$ cat config.mk
export PLATFORM = sky130hd
export DESIGN_NAME = alu_issuer_flat
export DESIGN_NICKNAME = d
export VERILOG_FILES = /design/src/rtl/alu_issuer_if.sv /design/src/rtl/alu_issuer.sv /design/src/flat_wrapper.sv
export SDC_FILE = /design/constraint.sdc
export NUM_CORES = 1
export LEC_CHECK = 0
export CORE_MARGIN = 3
export CORE_UTILIZATION = 50
export CTS_CLUSTER_SIZE = 12
export DETAILED_ROUTE_END_ITERATION = 12
export PLACE_DENSITY = 0.75
export SYNTH_ARGS = -nofsm -noshare
export SYNTH_HDL_FRONTEND = slang
export SYNTH_SLANG_ARGS = --single-unit
export TNS_END_PERCENT = 50
$ cat constraint.sdc
create_clock -name clk -period 6.4 [get_ports clk]
set_clock_uncertainty 0.1 [all_clocks]
set_input_delay 0.64 -clock clk [delete_from_list [all_inputs] [get_ports clk]]
set_output_delay 0.64 -clock clk [all_outputs]
set_load 0.05 [all_outputs]
$ cat src/rtl/alu_issuer_if.sv
// Command/response handshake bundle between an ALU issuer and its producer/consumer.
// The slave modport is the issuer's view of the bundle; master is the opposite side.
interface alu_issuer_if #(
  parameter int WIDTH = 32
) ();
  logic             cmd_valid;
  logic             cmd_ready;
  logic [WIDTH-1:0] cmd_a;
  logic [WIDTH-1:0] cmd_b;
  logic [3:0]       cmd_op;
  logic             rsp_valid;
  logic             rsp_ready;
  logic [WIDTH-1:0] rsp_result;
  logic             rsp_zero;
  logic [3:0]       rsp_op;

  modport master (
    output cmd_valid, cmd_a, cmd_b, cmd_op, rsp_ready,
    input  cmd_ready, rsp_valid, rsp_result, rsp_zero, rsp_op
  );

  modport slave (
    input  cmd_valid, cmd_a, cmd_b, cmd_op, rsp_ready,
    output cmd_ready, rsp_valid, rsp_result, rsp_zero, rsp_op
  );
endinterface

$ cat src/rtl/alu_issuer.sv
// Queues ALU commands in a small FIFO and issues them one at a time to an external
// ALU of fixed latency, capturing each result into a held response register.
module alu_issuer #(
  parameter int WIDTH   = 32,
  parameter int DEPTH   = 4,
  parameter int ALU_LAT = 1
) (
  input  logic                   clk,
  input  logic                   reset,
  alu_issuer_if.slave            bus,
  output logic [WIDTH-1:0]       alu_a,
  output logic [WIDTH-1:0]       alu_b,
  output logic [3:0]             alu_op,
  input  logic [WIDTH-1:0]       alu_result,
  input  logic                   alu_zero,
  output logic                   busy,
  output logic [$clog2(DEPTH):0] count
);

  localparam int AW = $clog2(DEPTH);
  localparam int CW = AW + 1;
  localparam int LW = (ALU_LAT > 0) ? $clog2(ALU_LAT + 1) : 1;
  localparam int EW = 2 * WIDTH + 4;
  localparam logic [CW-1:0] FULL     = CW'(DEPTH);
  localparam logic [LW-1:0] LAT_LOAD = LW'(ALU_LAT);

  typedef enum logic [1:0] {
    S_IDLE = 2'd0,
    S_WAIT = 2'd1,
    S_HOLD = 2'd2
  } state_t;

  state_t           state_r, state_nx_s;
  logic [LW-1:0]    cnt_r, cnt_nx_s;
  logic [EW-1:0]    mem_r [DEPTH];
  logic [AW-1:0]    wr_ptr_r, rd_ptr_r;
  logic [CW-1:0]    count_r, count_nx_s;
  logic             cmd_ready_r, busy_r;
  logic [WIDTH-1:0] alu_a_r, alu_b_r, rsp_result_r;
  logic [3:0]       alu_op_r, rsp_op_r;
  logic             rsp_zero_r, rsp_valid_r;
  logic             push_s, pop_s, sample_s, rsp_clr_s;
  logic [EW-1:0]    head_s;

  assign head_s = mem_r[rd_ptr_r];

  // Sequencer next-state: issue from FIFO, count down ALU latency, hold response.
  always_comb begin
    state_nx_s = state_r;
    cnt_nx_s   = cnt_r;
    pop_s      = 1'b0;
    sample_s   = 1'b0;
    rsp_clr_s  = 1'b0;
    case (state_r)
      S_IDLE: begin
        if (count_r != {CW{1'b0}}) begin
          pop_s      = 1'b1;
          cnt_nx_s   = LAT_LOAD;
          state_nx_s = S_WAIT;
        end else begin
          state_nx_s = S_IDLE;
        end
      end
      S_WAIT: begin
        if (cnt_r != {LW{1'b0}}) begin
          cnt_nx_s = cnt_r - LW'(1);
        end else begin
          sample_s   = 1'b1;
          state_nx_s = S_HOLD;
        end
      end
      S_HOLD: begin
        if (bus.rsp_ready) begin
          rsp_clr_s  = 1'b1;
          state_nx_s = S_IDLE;
        end else begin
          state_nx_s = S_HOLD;
        end
      end
      default: begin
        state_nx_s = S_IDLE;
        cnt_nx_s   = {LW{1'b0}};
      end
    endcase
  end

  // Occupancy update; cmd_ready comes only from registered state.
  always_comb begin
    push_s = bus.cmd_valid & cmd_ready_r;
    case ({push_s, pop_s})
      2'b10:   count_nx_s = count_r + CW'(1);
      2'b01:   count_nx_s = count_r - CW'(1);
      default: count_nx_s = count_r;
    endcase
  end

  // Command storage; contents are don't-care until written, so no reset.
  always_ff @(posedge clk) begin
    if (push_s) begin
      mem_r[wr_ptr_r] <= {bus.cmd_a, bus.cmd_b, bus.cmd_op};
    end else begin
      mem_r[wr_ptr_r] <= mem_r[wr_ptr_r];
    end
  end

  // Control, pointer, operand and response registers.
  always_ff @(posedge clk or negedge reset) begin
    if (!reset) begin
      state_r      <= S_IDLE;
      cnt_r        <= {LW{1'b0}};
      wr_ptr_r     <= {AW{1'b0}};
      rd_ptr_r     <= {AW{1'b0}};
      count_r      <= {CW{1'b0}};
      cmd_ready_r  <= 1'b0;
      busy_r       <= 1'b0;
      alu_a_r      <= {WIDTH{1'b0}};
      alu_b_r      <= {WIDTH{1'b0}};
      alu_op_r     <= 4'd0;
      rsp_result_r <= {WIDTH{1'b0}};
      rsp_zero_r   <= 1'b0;
      rsp_op_r     <= 4'd0;
      rsp_valid_r  <= 1'b0;
    end else begin
      state_r     <= state_nx_s;
      cnt_r       <= cnt_nx_s;
      count_r     <= count_nx_s;
      cmd_ready_r <= (count_nx_s < FULL);
      busy_r      <= (state_nx_s != S_IDLE) || (count_nx_s != {CW{1'b0}});
      if (push_s) begin
        wr_ptr_r <= wr_ptr_r + AW'(1);
      end
      if (pop_s) begin
        rd_ptr_r <= rd_ptr_r + AW'(1);
        alu_a_r  <= head_s[EW-1 -: WIDTH];
        alu_b_r  <= head_s[4 +: WIDTH];
        alu_op_r <= head_s[3:0];
      end
      if (sample_s) begin
        rsp_result_r <= alu_result;
        rsp_zero_r   <= alu_zero;
        rsp_op_r     <= alu_op_r;
        rsp_valid_r  <= 1'b1;
      end else if (rsp_clr_s) begin
        rsp_valid_r <= 1'b0;
      end else begin
        rsp_valid_r <= rsp_valid_r;
      end
    end
  end

  assign bus.cmd_ready  = cmd_ready_r;
  assign bus.rsp_valid  = rsp_valid_r;
  assign bus.rsp_result = rsp_result_r;
  assign bus.rsp_zero   = rsp_zero_r;
  assign bus.rsp_op     = rsp_op_r;
  assign alu_a          = alu_a_r;
  assign alu_b          = alu_b_r;
  assign alu_op         = alu_op_r;
  assign busy           = busy_r;
  assign count          = count_r;

endmodule

$ cat src/flat_wrapper.sv
// flat-port wrapper written by rule: the top's interface ports become plain ports
module alu_issuer_flat 
#(
  parameter int WIDTH   = 32,
  parameter int DEPTH   = 4,
  parameter int ALU_LAT = 1
)
  (clk, reset, alu_a, alu_b, alu_op, alu_result, alu_zero, busy, count, bus_cmd_valid, bus_cmd_a, bus_cmd_b, bus_cmd_op, bus_rsp_ready, bus_cmd_ready, bus_rsp_valid, bus_rsp_result, bus_rsp_zero, bus_rsp_op);
  alu_issuer_if #(.WIDTH(WIDTH)) bus_i ();
  input  logic clk;
  input  logic reset;
  output logic [WIDTH-1:0] alu_a;
  output logic [WIDTH-1:0] alu_b;
  output logic [3:0] alu_op;
  input  logic [WIDTH-1:0] alu_result;
  input  logic alu_zero;
  output logic busy;
  output logic [$clog2(DEPTH):0] count;
  input wire logic [$bits(bus_i.cmd_valid)-1:0] bus_cmd_valid;
  input wire logic [$bits(bus_i.cmd_a)-1:0] bus_cmd_a;
  input wire logic [$bits(bus_i.cmd_b)-1:0] bus_cmd_b;
  input wire logic [$bits(bus_i.cmd_op)-1:0] bus_cmd_op;
  input wire logic [$bits(bus_i.rsp_ready)-1:0] bus_rsp_ready;
  output wire logic [$bits(bus_i.cmd_ready)-1:0] bus_cmd_ready;
  output wire logic [$bits(bus_i.rsp_valid)-1:0] bus_rsp_valid;
  output wire logic [$bits(bus_i.rsp_result)-1:0] bus_rsp_result;
  output wire logic [$bits(bus_i.rsp_zero)-1:0] bus_rsp_zero;
  output wire logic [$bits(bus_i.rsp_op)-1:0] bus_rsp_op;
  assign bus_i.cmd_valid = bus_cmd_valid;
  assign bus_i.cmd_a = bus_cmd_a;
  assign bus_i.cmd_b = bus_cmd_b;
  assign bus_i.cmd_op = bus_cmd_op;
  assign bus_i.rsp_ready = bus_rsp_ready;
  assign bus_cmd_ready = bus_i.cmd_ready;
  assign bus_rsp_valid = bus_i.rsp_valid;
  assign bus_rsp_result = bus_i.rsp_result;
  assign bus_rsp_zero = bus_i.rsp_zero;
  assign bus_rsp_op = bus_i.rsp_op;
  alu_issuer #(.WIDTH(WIDTH), .DEPTH(DEPTH), .ALU_LAT(ALU_LAT)) u_core (.clk(clk), .reset(reset), .bus(bus_i), .alu_a(alu_a), .alu_b(alu_b), .alu_op(alu_op), .alu_result(alu_result), .alu_zero(alu_zero), .busy(busy), .count(count));
endmodule
# Word-level counts from Yosys, hierarchy flattened
# Memory sizes are Yosys's and may differ from the RTL's. A register that Yosys moved wholly into a read port is not among the register bits.
# Cells that the tools add are included.
# classes
n_lt_le_gt_ge	1
n_reduce_logical	9
n_eq_ne	6
n_mux	20
bitwise	3
add_sub_neg	5
# ops
operator	n
two-way mux 68 bit	1
two-way mux 1 bit	14
one-hot mux 2 bit (3 select lines)	1
one-hot mux 3 bit (2 select lines)	1
nonzero test 3 bit	2
adder 2 x 1 -> 2 bit, second input constant	2
equality test 2 x 1 -> 1 bit, second input constant	2
equality test 2 bit, second input constant	2
two-way mux 2 bit	2
AND reduction 2 bit	2
nonzero test 2 bit	2
adder 3 x 1 -> 3 bit, second input constant	1
less-than comparator 3 bit, second input constant	1
one-hot mux 1 bit (3 select lines)	1
subtractor 3 x 1 -> 3 bit, second input constant	1
logical NOT 2 bit	1
inequality test 2 x 1 -> 1 bit, second input constant	1
AND 1 bit	1
logical NOT 1 bit	1
logical OR 1 bit	1
inequality test 0 bit	1
inverter 1 bit	1
OR 1 bit	1
subtractor 1 bit, second input constant	1
# word_totals
out_inout_bits	111
ff_bits	50
mem_bits_rw	272
inputBits	105
n_memories	1
wordCells	56
# memory_table
memory	depth	width	rd	rd_clocked_by_memory_dff	write_ports	line_no	source
u_core.mem_r	4	68	1	1	1	alu_issuer.sv:35	logic [EW-1:0] mem_r [DEPTH];

# Logic depth before layout (Yosys ltp)
# logic_depth
word_depth	7
mapped_depth	11
mapped_depth_nobuf	10

# Worst setup path before layout
# No wires, ideal clock.
# synth_path
kind	register -> register
start	register u_core.cmd_ready_r, in the netlist u_core.bus.cmd_ready
end	memory u_core.mem_r[0][0] in the netlist's numbering, enable pin
stages_incl_launch_ff	2
setup_ns	0.434
n_path_buf	0
arrival_ns	2.390
period_less_slack_ns	2.923
required_time_ns	5.866
slack_ns	3.477
cell_sequence	dfrtp_1 > and3_1
# synth_between
elab_chain_cells	4
elab_cells_between_ends	6
cone_classes	mux (3); bitwise (2); reduce/logical (1)
# synth_lines
element	line_no	source
start, declared	alu_issuer.sv:38	logic cmd_ready_r, busy_r;
start signal, assigned	alu_issuer.sv:127	cmd_ready_r <= (count_nx_s < FULL);
AND 1 bit (*)	alu_issuer.sv:89	push_s = bus.cmd_valid & cmd_ready_r;
two-way mux 1 bit (on tied branches)	alu_issuer.sv:99, alu_issuer.sv:102	
two-way mux 1 bit (not written as such) / AND reduction 2 bit (equally long branches)	n/a	
OR 1 bit (no line) (*)	n/a	
end, declared	alu_issuer.sv:35	
# Every way passes the cells marked *; elsewhere a longest branch is shown, timed or not.

# Worst setup path after layout
# layout_path
start	register u_core.state_r[0]
end	register u_core.busy_r, in the netlist u_core.busy
# layout_between
elab_chain_cells	6
elab_cells_between_ends	12
cone_classes	eq/ne (4); mux (4); reduce/logical (4)
# layout_lines
element	line_no	source
start, declared	alu_issuer.sv:33	state_t state_r, state_nx_s;
start signal, assigned	alu_issuer.sv:124	state_r <= state_nx_s;
logical NOT 2 bit	alu_issuer.sv:54	case (state_r)
two-way mux 1 bit	alu_issuer.sv:54	
equality test 2 x 1 -> 1 bit / equality test 2 bit (equally long branches)	alu_issuer.sv:90	case ({push_s, pop_s})
one-hot mux 3 bit (2 select lines)	alu_issuer.sv:90	
nonzero test 3 bit	alu_issuer.sv:128	busy_r <= (state_nx_s != S_IDLE) || (count_nx_s != {CW{1'b0}});
logical OR 1 bit (*)	alu_issuer.sv:128	
end signal, assigned	alu_issuer.sv:128	
end, declared	alu_issuer.sv:38	
# Marked as above.
# A chain may end at the register's enable or synchronous reset.

==> reports/qor.txt <==
Outcome: complete, no violations
Total track usage: 17.32%
Die width: 177.7 um
First-pass DRT Iterations: 4
CTS Buffer Depth: 3
Yosys warnings: 0
Fin crit share: 43.98%
Wire length of the first global-routing pass: 41550 um
CTS tree: yes
Crit-path max cell delay: 530 ps
Vias post-DR: 6702
RSZ-0062 raised after global routing: false
# setup viols final: 0
CTS buffer count: 41
Routed Antenna Nets: 0
Sw Ratio: 35.06%
Routability Congestion: 0.7005
Final hold violations: 0
Critical path arrival: 3110 ps
Max-slew violation count: 0
DR iter-0 viols: 374
Min Tclk post-route: 2815 ps
Max FO, Critical Path: 70
Cell Int Power: 6.648 mW
Clock network fraction of total power: 22.1%
Setup TNS: 0 ps
FF+latch count, synth: 390
Worst-Margin Slew: 1051 ps
Critical Setup Path Class: reg -> reg
ANT cells: 0
Static leakage: 6.644 nW
Post-synth ARST share: 30.26%
DRC viols: 0
Number of enable flip-flop cells after synthesis: 272
Core Region: 28860 um^2
Port Buf Inserts: 215
Layout area overhead: 25.35%
Worst-path clk slew: 60 ps
Syn Area/Cell: 23.06 um^2
WL per Instance: 20.71 um
Final HPWL DP: 15830 um
Critical Path RT: 6690 ps
Worst min-delay path class: reg -> reg
Die H: 177.7 um
Count of unique library cells instantiated by Yosys: 29
Critical path capture point type: flip-flop
Total congestion overflow: 0
Cells after DPL: 1218
CP most frequent cell: nor2_1
Crit-path cells: nor2_1 > nand2_4 > inv_8 > ha_1 > inv_1 > fa_1 > xor2_1 > nor2_1 > xnor2_1 > nand4_1
Crit start category: flip-flop
Rows: 62
Slew headroom: 29.91%
Layout Cells excl Fill: 1295
Max-cap viol count: 0
Initial core utilization: 51.05%
Clk_lat worst skew: 520 ps
Worst ir drop on vdd: 0.0003153 V
Synth area leader: edfxtp_1
Logic gate share of total power: 40.1%
Fmax: 0.3552 GHz
Post-Syn Nets: 750
Flop pwr share: 37.8%
Cell Area, Synth: 14730 um^2
Final nets: 989
Ports: 216
Root Buffer Master: clkbuf_16
Worst path slowest cell: inv_8
Final wirelength: 26820 um
Switching power: 3.589 mW
H-tree levels: 2
PD cells: 554.3 nW/um^2
Area contributors post-synth: edfxtp_1, dfrtp_1, mux4_2, mux2_4, mux2_2
Total Die Area: 31560 um^2
Vias per cell: 5.175
Layout cell share with drive strength beyond 1: 27.22%
Vias in the first global route: 7263
Post-Synthesis Cells: 639
Most used DFF post-synth: edfxtp_1
Register area share after synthesis: 75.48%
Top cell type's share of synthesized area: 55.44%
Sink Count: 390
Largest net degree at the start of global routing: 71
Initial antenna violation count: 0
final timing paths:
check,start,to,slack (ps),cells after the start
worst max-delay path,u_core.state_r[0],u_core.busy,3590,10
worst min-delay path,u_core.bus.rsp_result[20],u_core.bus.rsp_result[20],400,1
worst max register to register,u_core.state_r[0],u_core.busy,3590,10
worst min register to register,u_core.bus.rsp_result[20],u_core.bus.rsp_result[20],400,1
max in group asynchronous,reset,u_core.rd_ptr_r[1],4250,3
min in group asynchronous,reset,u_core.alu_b[13],550,2
cell type report:
type | instances | area (um^2)
clock buffer | 72 | 1286
timing repair buffer | 223 | 2216
sequential | 390 | 11130
clock inverter | 4 | 27.53
tap | 384 | 480.5
fill | 1992 | 10390
inverter | 9 | 41.29
multi-input combinational | 213 | 3288
critical path, delay by kind of cell, from the launching register on:
kind / cells / cell delay [ps]
flops: 1 / 430
simple gates: 4 / 500
fa+ha+maj: 2 / 670
xor+xnor: 2 / 370
buf+inv: 2 / 590
power by group through the flow:
| stage | clock network [mW] | registers (mW) | logic [mW] |
|---|---|---|---|
| finish | 2.26 | 3.87 | 4.11 |
| CTS | 2.32 | 3.90 | 4.18 |
| global route | 2.43 | 3.96 | 4.32 |
| detailed placement | 0 | 3.93 | 4.17 |
| global placement | 0 | 3.92 | 4.11 |
| floorplan | 0 | 4.95 | 2.04 |
cells by family after synthesis:
| kind of cell | share of synthesized area (%) |
|---|---|
| AOI/OAI and AO/OA | 0.1868 |
| xor gates and xnor gates | 0.3567 |
| adders and majority gates | 0.5605 |
| buffers and inverters | 2.335 |
| DFF | 75.48 |
| muxes | 20.23 |
| and+or+nand+nor | 0.8493 |
per-stage QoR:
| stage | setup WS, ps | utilization [%] | area (um^2) | power [mW] | hold WS [ps] |
|---|---|---|---|---|---|
| final | 3585 | 64.00 | 18470 | 10.24 | 403.2 |
| after global routing | 3275 | 64.00 | 18470 | 10.72 | 415.6 |
| after CTS | 3496 | 64.00 | 18470 | 10.39 | 406.5 |
| after detailed placement | 3428 | 59.41 | 17140 | 8.101 | 394.0 |
| after global placement | 3465 | 59.41 | 17140 | 8.029 | 387.9 |
| after floorplan | 3477 | - | 14730 | 6.990 | 244.4 |
layout by cell type (no fill, tap or decap), drive strengths merged:
| cell type | instances |
|---|---|
| mux2 | 106 |
| and3 | 4 |
| mux4 | 68 |
| xnor2 | 5 |
| inv | 10 |
| ha | 5 |
| a21oi | 3 |
| nor2b | 2 |
| nand4 | 1 |
| dlygate4sd3 | 1 |
| or3 | 1 |
| nor2 | 6 |
| dfrtp | 118 |
| clkbuf | 72 |
| fa | 1 |
| or3b | 1 |
| o21bai | 1 |
| and2 | 1 |
| nand2 | 5 |
| o21ai | 1 |
| xor2 | 1 |
| clkinv | 3 |
| clkdlybuf4s50 | 214 |
| edfxtp | 272 |
| nand2b | 1 |
| buf | 8 |
Yosys cell counts (2+ instances only):
master / n
a21oi_1: 3
and3_1: 4
buf_12: 7
buf_2: 7
buf_4: 3
buf_6: 9
dfrtp_1: 118
edfxtp_1: 272
ha_1: 5
inv_1: 8
mux2_2: 38
mux2_4: 68
mux4_2: 68
nand2_1: 4
nor2_1: 6
nor2b_1: 2
xnor2_1: 5
layer usage:
metal	GRT usage [%]	part of all wire (%)
met3	3.787	5.9
met4	5.137	2.1
met2	29.43	51
met5	0	0
met1	22.62	41
state kept, by name (all words and copies together) (netlist names), 2 cells and up:
register	cells
u_core.bus.rsp_op	4
u_core.count	3
u_core.state_r	2
u_core.alu_b	32
u_core.alu_op	4
u_core.wr_ptr_r	2
u_core.bus.rsp_result	32
u_core.mem_r	272
u_core.alu_a	32
u_core.rd_ptr_r	2
timing repair:
item,in CTS,in global routing
hold endpoints to repair,31,0
resized for setup,0,0
setup buffers,0,0
hold buffers,1,0
Power figures use the tool's default switching activity.
